<file path="src/rtl/fetch_refill.sv">
// fetch_refill: instruction-cache line refill engine for the fetch pipeline.
//
// Takes a physical miss word address from fetch1, issues one wrapping,
// critical-word-first bus read of a full cache line, writes every beat into
// the icache CAM and hands the requested instruction back to fetch on the
// first (critical) beat. A kill drains the burst without validating the line.
// A bus error aborts the refill and, unless killed, raises an exception.
//
// Ports
//   clk_core, reset           core clock, async active-high reset
//   req_valid/req_ready/
//   req_addr                  miss request handshake, word address [28:2]
//   kill                      flush of the requesting fetch
//   busy                      refill in progress
//   insn_valid/insn           early-restart instruction delivery (1-cycle pulse)
//   exc                       bus error on a non-killed refill (1-cycle pulse)
//   cvalid/cready/cmd/addr    bus read command (cmd is always read)
//   rvalid/rready/rlast/rdata read data beats
//   error/eack                bus error and its acknowledge
//   cam_write_*               icache CAM data and tag/flag write ports
//
// state | meaning
// ------+----------------------------------------------------------------
// IDLE  | no refill; accepting a new miss request
// CMD   | read command presented on the bus, waiting for cready
// DATA  | receiving beats; kill only suppresses delivery and line validation

module fetch_refill #(
   parameter  int LINE_WORDS = 4,
   localparam int OFF_W      = $clog2(LINE_WORDS)
) (
   input  logic        clk_core,
   input  logic        reset,
   input  logic        req_valid,
   output logic        req_ready,
   input  logic [26:0] req_addr,
   input  logic        kill,
   output logic        busy,
   output logic        insn_valid,
   output logic [31:0] insn,
   output logic        exc,
   output logic        cvalid,
   input  logic        cready,
   output logic        cmd,
   output logic [26:0] addr,
   input  logic        rvalid,
   output logic        rready,
   input  logic        rlast,
   input  logic [31:0] rdata,
   input  logic        error,
   output logic        eack,
   output logic [9:0]  cam_write_index,
   output logic        cam_write_req_data,
   output logic [31:0] cam_write_data,
   output logic        cam_write_req_tag_flags,
   output logic [16:0] cam_write_tag,
   output logic [1:0]  cam_write_flags
);

   // One spare bit so an over-long burst saturates instead of wrapping back
   // to zero and re-triggering the critical-word handling.
   localparam int CNT_W = OFF_W + 1;
   localparam logic [CNT_W-1:0] CNT_LAST = CNT_W'(LINE_WORDS - 1);
   localparam logic [CNT_W-1:0] CNT_MAX  = {CNT_W{1'b1}};

   typedef enum logic [2:0] {
      IDLE = 3'b001,
      CMD  = 3'b010,
      DATA = 3'b100
   } state_t;

   state_t             state_q, state_d;
   logic [26:0]        addr_q, addr_d;
   logic               killed_q, killed_d;
   logic [CNT_W-1:0]   cnt_q, cnt_d;

   logic               beat;
   logic               first_beat;
   logic               live;
   logic [OFF_W-1:0]   offset;

   always_ff @(posedge clk_core or posedge reset) begin
      if (reset) begin
         state_q  <= IDLE;
         addr_q   <= '0;
         killed_q <= 1'b0;
         cnt_q    <= '0;
      end else begin
         state_q  <= state_d;
         addr_q   <= addr_d;
         killed_q <= killed_d;
         cnt_q    <= cnt_d;
      end
   end

   // Offset addition is OFF_W bits wide, so it wraps at the end of the line.
   assign offset          = addr_q[OFF_W-1:0] + cnt_q[OFF_W-1:0];
   assign cam_write_index = {addr_q[9:OFF_W], offset};
   assign cam_write_tag   = addr_q[26:10];
   assign cam_write_data  = rdata;
   assign addr            = addr_q;
   assign cmd             = 1'b1;
   assign busy            = (state_q != IDLE);

   assign beat       = (state_q == DATA) & rvalid;
   assign first_beat = (cnt_q == '0);
   // Refill still wanted by the pipeline and not failed this cycle.
   assign live       = ~killed_q & ~kill & ~error;

   always_comb begin
      state_d  = state_q;
      addr_d   = addr_q;
      killed_d = killed_q;
      cnt_d    = cnt_q;

      req_ready               = 1'b0;
      cvalid                  = 1'b0;
      rready                  = 1'b0;
      insn_valid              = 1'b0;
      insn                    = '0;
      exc                     = 1'b0;
      eack                    = 1'b0;
      cam_write_req_data      = 1'b0;
      cam_write_req_tag_flags = 1'b0;
      cam_write_flags         = 2'b00;

      case (state_q)
         IDLE: begin
            req_ready = 1'b1;
            if (req_valid & ~kill) begin
               state_d  = CMD;
               addr_d   = req_addr;
               killed_d = 1'b0;
               cnt_d    = '0;
            end
         end

         CMD: begin
            cvalid   = 1'b1;
            killed_d = killed_q | kill;
            if (error) begin
               state_d = IDLE;
            end else if (cready) begin
               state_d = DATA;
            end
         end

         DATA: begin
            rready   = 1'b1;
            killed_d = killed_q | kill;
            if (beat) begin
               cam_write_req_data = 1'b1;
               if (cnt_q != CNT_MAX) begin
                  cnt_d = cnt_q + 1'b1;
               end
               // Invalidate the line before its first word is overwritten.
               if (first_beat) begin
                  cam_write_req_tag_flags = 1'b1;
                  cam_write_flags         = 2'b00;
                  if (live) begin
                     insn_valid = 1'b1;
                     insn       = rdata;
                  end
               end
               if (rlast) begin
                  state_d = IDLE;
                  // A short burst leaves the line invalid.
                  if (live & (cnt_q == CNT_LAST)) begin
                     cam_write_req_tag_flags = 1'b1;
                     cam_write_flags         = 2'b01;
                  end
               end
            end
            if (error) begin
               state_d = IDLE;
            end
         end

         default: begin
            state_d = IDLE;
         end
      endcase

      if ((state_q != IDLE) && error) begin
         eack = 1'b1;
         exc  = ~killed_q & ~kill;
      end
   end

endmodule

</file>
<file path="config.mk">
export PLATFORM = sky130hd
export DESIGN_NAME = fetch_refill
export DESIGN_NICKNAME = d
export VERILOG_FILES = /design/src/rtl/fetch_refill.sv
export SDC_FILE = /design/constraint.sdc
export NUM_CORES = 1
export LEC_CHECK = 0
export BUFFER_PORTS_ARGS = -buffer_cell sky130_fd_sc_hd__buf_2
export CAP_MARGIN = 20
export CELL_PAD_IN_SITES_DETAIL_PLACEMENT = 0
export CELL_PAD_IN_SITES_GLOBAL_PLACEMENT = 1
export CORE_MARGIN = 10
export CORE_UTILIZATION = 29
export CTS_CLUSTER_SIZE = 24
export DETAILED_ROUTE_END_ITERATION = 16
export PLACE_DENSITY_LB_ADDON = 0.1
export SLEW_MARGIN = 25
export SYNTH_ARGS = -nofsm -noshare
export SYNTH_HDL_FRONTEND = slang
export SYNTH_SLANG_ARGS = --single-unit
</file>
<file path="constraint.sdc">
create_clock -name clk_core -period 2.7 [get_ports clk_core]
set_input_delay 0.54 -clock clk_core [delete_from_list [all_inputs] [get_ports clk_core]]
set_output_delay 0.54 -clock clk_core [all_outputs]
set_load 0.01 [all_outputs]
</file>
# Word level (Yosys, flattened, before mapping)
# Index checks and enable logic that the tools add are counted.
[word_totals]
ff_bits = 34
inputBits = 67
out_inout_bits = 130
word_cells = 73
[classes]
addsub = 2
n_eq_ne = 12
muxes = 37
bitwise_logic = 9
reduce_logical = 9
[ops]
columns = ["op", "n"]
rows = [
  ["32-bit two-way mux", 4],
  ["3-bit two-way mux", 9],
  ["1-bit two-way mux", 21],
  ["3-bit != test, second input constant", 4],
  ["3-bit one-hot mux with 3 select lines", 1],
  ["4-bit AND reduction", 2],
  ["3-bit by 2-bit equality test with 1-bit output, second input constant", 2],
  ["3-bit one-hot mux with 2 select lines", 1],
  ["1-bit bitwise AND", 5],
  ["2-bit != test, second input constant", 2],
  ["2-bit AND reduction", 2],
  ["2-bit nonzero test", 2],
  ["3-bit by 1-bit adder with 3-bit output, second input constant", 1],
  ["3-bit by 1-bit equality test with 1-bit output, second input constant", 1],
  ["3-bit equality test, second input constant", 1],
  ["3-bit logical NOT", 1],
  ["3-bit by 1-bit != test with 1-bit output, second input constant", 1],
  ["1-bit NOT", 3],
  ["2-bit adder", 1],
  ["2-bit by 1-bit != test with 1-bit output, second input constant", 1],
  ["1-bit one-hot mux with 2 select lines", 1],
  ["2-bit OR reduction", 1],
  ["1-bit logical AND", 1],
  ["1-bit OR", 1],
]

# Longest topological paths before layout
[logic_depth]
ltp_word = 8
ltp_mapped = 6

# Worst setup path before layout
# OpenSTA, ideal clock, no wires.
[synth_path]
kind = "input port to output port"
startpoint = "input port kill"
endpoint = "output port insn[0]"
arrival_time_ns = 1.618
required_time_ns = 2.160
setup_slack_ns = 0.542
path_stages = 4
n_path_buf = 1
cell_sequence = "or3_1 > nor4_2 > buf_2 > and2_1"
[synth_between]
elab_chain_cells = 7
[synth_lines]
columns = ["element", "line_no", "text"]
rows = [
  ["from (decl)", "37", "input logic kill,"],
  ["1-bit NOT", "108", "assign live = ~killed_q & ~kill & ~error;"],
  ["1-bit bitwise AND (2 in series)", "108", ""],
  ["32-bit two-way mux", "160", "if (live) begin"],
  ["32-bit two-way mux", "157", "if (first_beat) begin"],
  ["32-bit two-way mux", "151", "if (beat) begin"],
  ["32-bit two-way mux", "127", "case (state_q)"],
  ["to (decl)", "40", "output logic [31:0] insn,"],
]
# Every way passes these cells.

# Worst setup path after layout
[layout_path]
startpoint = "register state_q[1]"
endpoint = "output port insn[15]"
[layout_between]
elab_chain_cells = 4
[layout_lines]
columns = ["element", "line_no", "text"]
rows = [
  ["from (decl)", "72", "state_t state_q, state_d;"],
  ["from (signal assigned)", "89", "state_q <= state_d;"],
  ["3-bit equality test (*)", "105, 127", ""],
  ["1-bit bitwise AND", "105", "assign beat = (state_q == DATA) & rvalid;"],
  ["32-bit two-way mux", "151", ""],
  ["32-bit two-way mux (*)", "127", ""],
]
# Mark *: on every way between the ends. The rest lies on a longest branch, timed or not.

==> metrics.csv <==
metric,value,unit
# IOs,197,
"CTS clk-pin slew, worst paths",70,ps
initial antenna violation count,0,
post-synthesis sequential area ratio,0.375,
kind of critical path,register to output port,
wire length per cell,16.1,um
unrepaired setup endpoints after global routing,no,
full die area,11800,um^2
crit-path max FO,33,
fin nets,414,
flop-to-flop setup slack,620,ps
status,"complete, no violations",
CTS sink cnt,34,
post-CTS setup buffers,0,
HP Class,primary input to asynchronous set/reset pin,
Clock Skew,5.40,ps
share of cells above drive strength 1,0.690,
WHS,351,ps
CTS tree,built,
largest net degree at the start of global routing,35,
final hold vios,0,
fin crit share,0.894,
DR pass1 iterations,4,
post-synth design cell area,2270,um^2
PortBufs,194,
first-pass GRT wire length,10.2,mm
Initial Util,0.295,
Routability Congestion,0.836,
Syn Area/Cell,11.2,um^2
"Req. time, crit path",2160,ps
Worst IR Drop VDD,0.000257,V
Post-DRT Antenna Nets,0,
CTS-repair resized insts,0,
CP startpoint kind,register,
htree depth,2,
clock latency at the later pin of the worst-skew pair,270,ps
Post-Syn Nets,275,
Area after DPL,2920,um^2
total grt overflow,0,
Max Clk Rate,414,MHz
met3 WL,1.06,mm
final core occ,0.395,
Layout Area Growth over Synthesis,33.7,%
# DRC,0,
final instance area,3040,um^2
detailed placer's ending HPWL,6.11,mm
Core ar.,7690,um^2
vias per inst,4.07,
Vias,1805,
"top cells by area, synth","dfrtp_1 (36%), buf_4 (20%), mux2_4 (18%)",
post-synth top area cell,dfrtp_1,
root buffer cell,clkbuf_8,
worst reg2reg path depth,5,
Die Height,108,um
CP arrival,1870,ps
Chip Width,108,um
Setup TNS Final,0,ps
P_leak,1.80,nW
reg2reg end,addr[14],
Synth Register Bits,34,
top sig layer,met4,
# setup viols final,0,
synthesized netlist cell count,203,
Routed met2 length,3.36,mm
WL final,7.13,mm
Synth cell types,35,
worst r2r src,state_q[0],
crit path time final,2410,ps
Setup crit end kind,output port,
Metal-1 WL,2.69,mm
max cap viols,0,
Total GRT Usage,0.107,
std cell rows,32,
Yosys top cell area share,0.364,
n_diodes,0,
yosys warns,0,
PwrDens,584,nW/um^2
Hold Buf Count CTS,0,
Clock Tree Buf Depth,2,
vias in the first global route,1856,
"Slew Viols, Final",0,
total CTS buffers,5,
Detailed Route Iter0 Violations,46,
==> placed cells by master, fill, tap and decap left out, drive strengths merged <==
| cell | synthesis | layout |
|---|---|---|
| dfrtp | 33 | 33 |
| o41ai | 1 | 1 |
| clkinv | 1 | 1 |
| nor2 | 2 | 2 |
| o22ai | 3 | 3 |
| nand2 | 2 | 2 |
| a22o | 1 | 1 |
| nand4bb | 1 | 1 |
| or3 | 1 | 1 |
| bufinv | 0 | 1 |
| nand3 | 1 | 1 |
| inv | 7 | 7 |
| or3b | 1 | 1 |
| mux2i | 1 | 1 |
| xnor2 | 2 | 2 |
| o21bai | 1 | 1 |
| ha | 5 | 5 |
| and2b | 1 | 1 |
| o2bb2ai | 1 | 1 |
| mux2 | 27 | 27 |
| o31a | 1 | 1 |
| buf | 63 | 197 |
| nor2b | 1 | 1 |
| clkbuf | 2 | 6 |
| a21boi | 1 | 1 |
| nor3b | 2 | 2 |
| nand2b | 2 | 2 |
| dfstp | 1 | 1 |
| conb | 2 | 2 |
| and2 | 33 | 33 |
| nor4 | 2 | 2 |
| o32ai | 1 | 1 |
==> sequential cells by signal, summed over array words and instances (netlist names) <==
| register | flops |
|---|---|
| killed_q | 1 |
| state_q | 3 |
| addr | 27 |
| cnt_q | 3 |
==> cell families after synthesis <==
| logic type | count (synthesis) | synth area share |
|---|---|---|
| compound gates | 10 | 0.0342 |
| simple gates | 49 | 0.140 |
| fa+ha+maj | 5 | 0.0275 |
| buf+inv | 73 | 0.229 |
| xor+xnor | 2 | 0.00771 |
| mux | 28 | 0.183 |
| flops | 34 | 0.375 |
| other cells | 2 | 0.00331 |
==> through the flow <==
step,worst slack [ps],instances,power (mW)
after floorplan,542,203,1.17
after global placement,340,437,1.33
after detailed placement,326,437,1.33
after CTS,250,444,1.81
after global routing,132,444,1.88
final,286,444,1.77
==> synthesized netlist by cell type, drive strengths merged <==
cell type,instances
buf,63
and2,33
dfrtp,33
mux2,27
inv,7
ha,5
o22ai,3
clkbuf,2
conb,2
nand2,2
nand2b,2
nor2,2
nor3b,2
nor4,2
xnor2,2
a21boi,1
a22o,1
and2b,1
clkinv,1
dfstp,1
mux2i,1
nand3,1
nand4bb,1
nor2b,1
o21bai,1
o2bb2ai,1
o31a,1
o32ai,1
o41ai,1
or3,1
or3b,1
==> power breakdown <==
part           switching (mW)  internal (mW)
clock                   0.174          0.295
combinational           0.288          0.330
sequential             0.0761          0.610
total                   0.539           1.24
==> worst max-delay path, stage by stage, from the launching register on <==
cell       delay (ps)
dfrtp_1           420
nand4bb_1         340
nor4_4            270
buf_4             280
and2_1            160
buf_2             130
==> layer usage <==
| layer | global-route usage | vias up |
|---|---|---|
| li1 | - | 878 |
| met2 | 0.182 | 119 |
| met1 | 0.116 | 806 |
| met3 | 0.0601 | 2 |
| met4 | 0.0198 | 0 |
| met5 | 0 | - |
==> final cells by class <==
class / instances / area (um^2)
clock buffers: 6 / 82.6
inverters: 8 / 31.3
flip-flops and latches: 34 / 852
well taps: 102 / 128
clock inverters: 1 / 30.0
fillers: 771 / 4650
multi-input cells: 96 / 907
repair buffers: 197 / 1010
==> how the worst max path moves through the flow <==
| stage | from | endpoint | slack [ps] | depth (start not counted) |
|---|---|---|---|---|
| after floorplan | kill | insn[0] | 540 | 4 |
| after global placement | kill | insn[15] | 340 | 6 |
| after detailed placement | kill | insn[24] | 330 | 6 |
| after CTS | state_q[1] | insn[24] | 250 | 5 |
| after global routing | state_q[1] | insn[15] | 130 | 5 |
| final | state_q[1] | insn[15] | 290 | 5 |
Note: power is estimated with default switching activity, not from simulation.
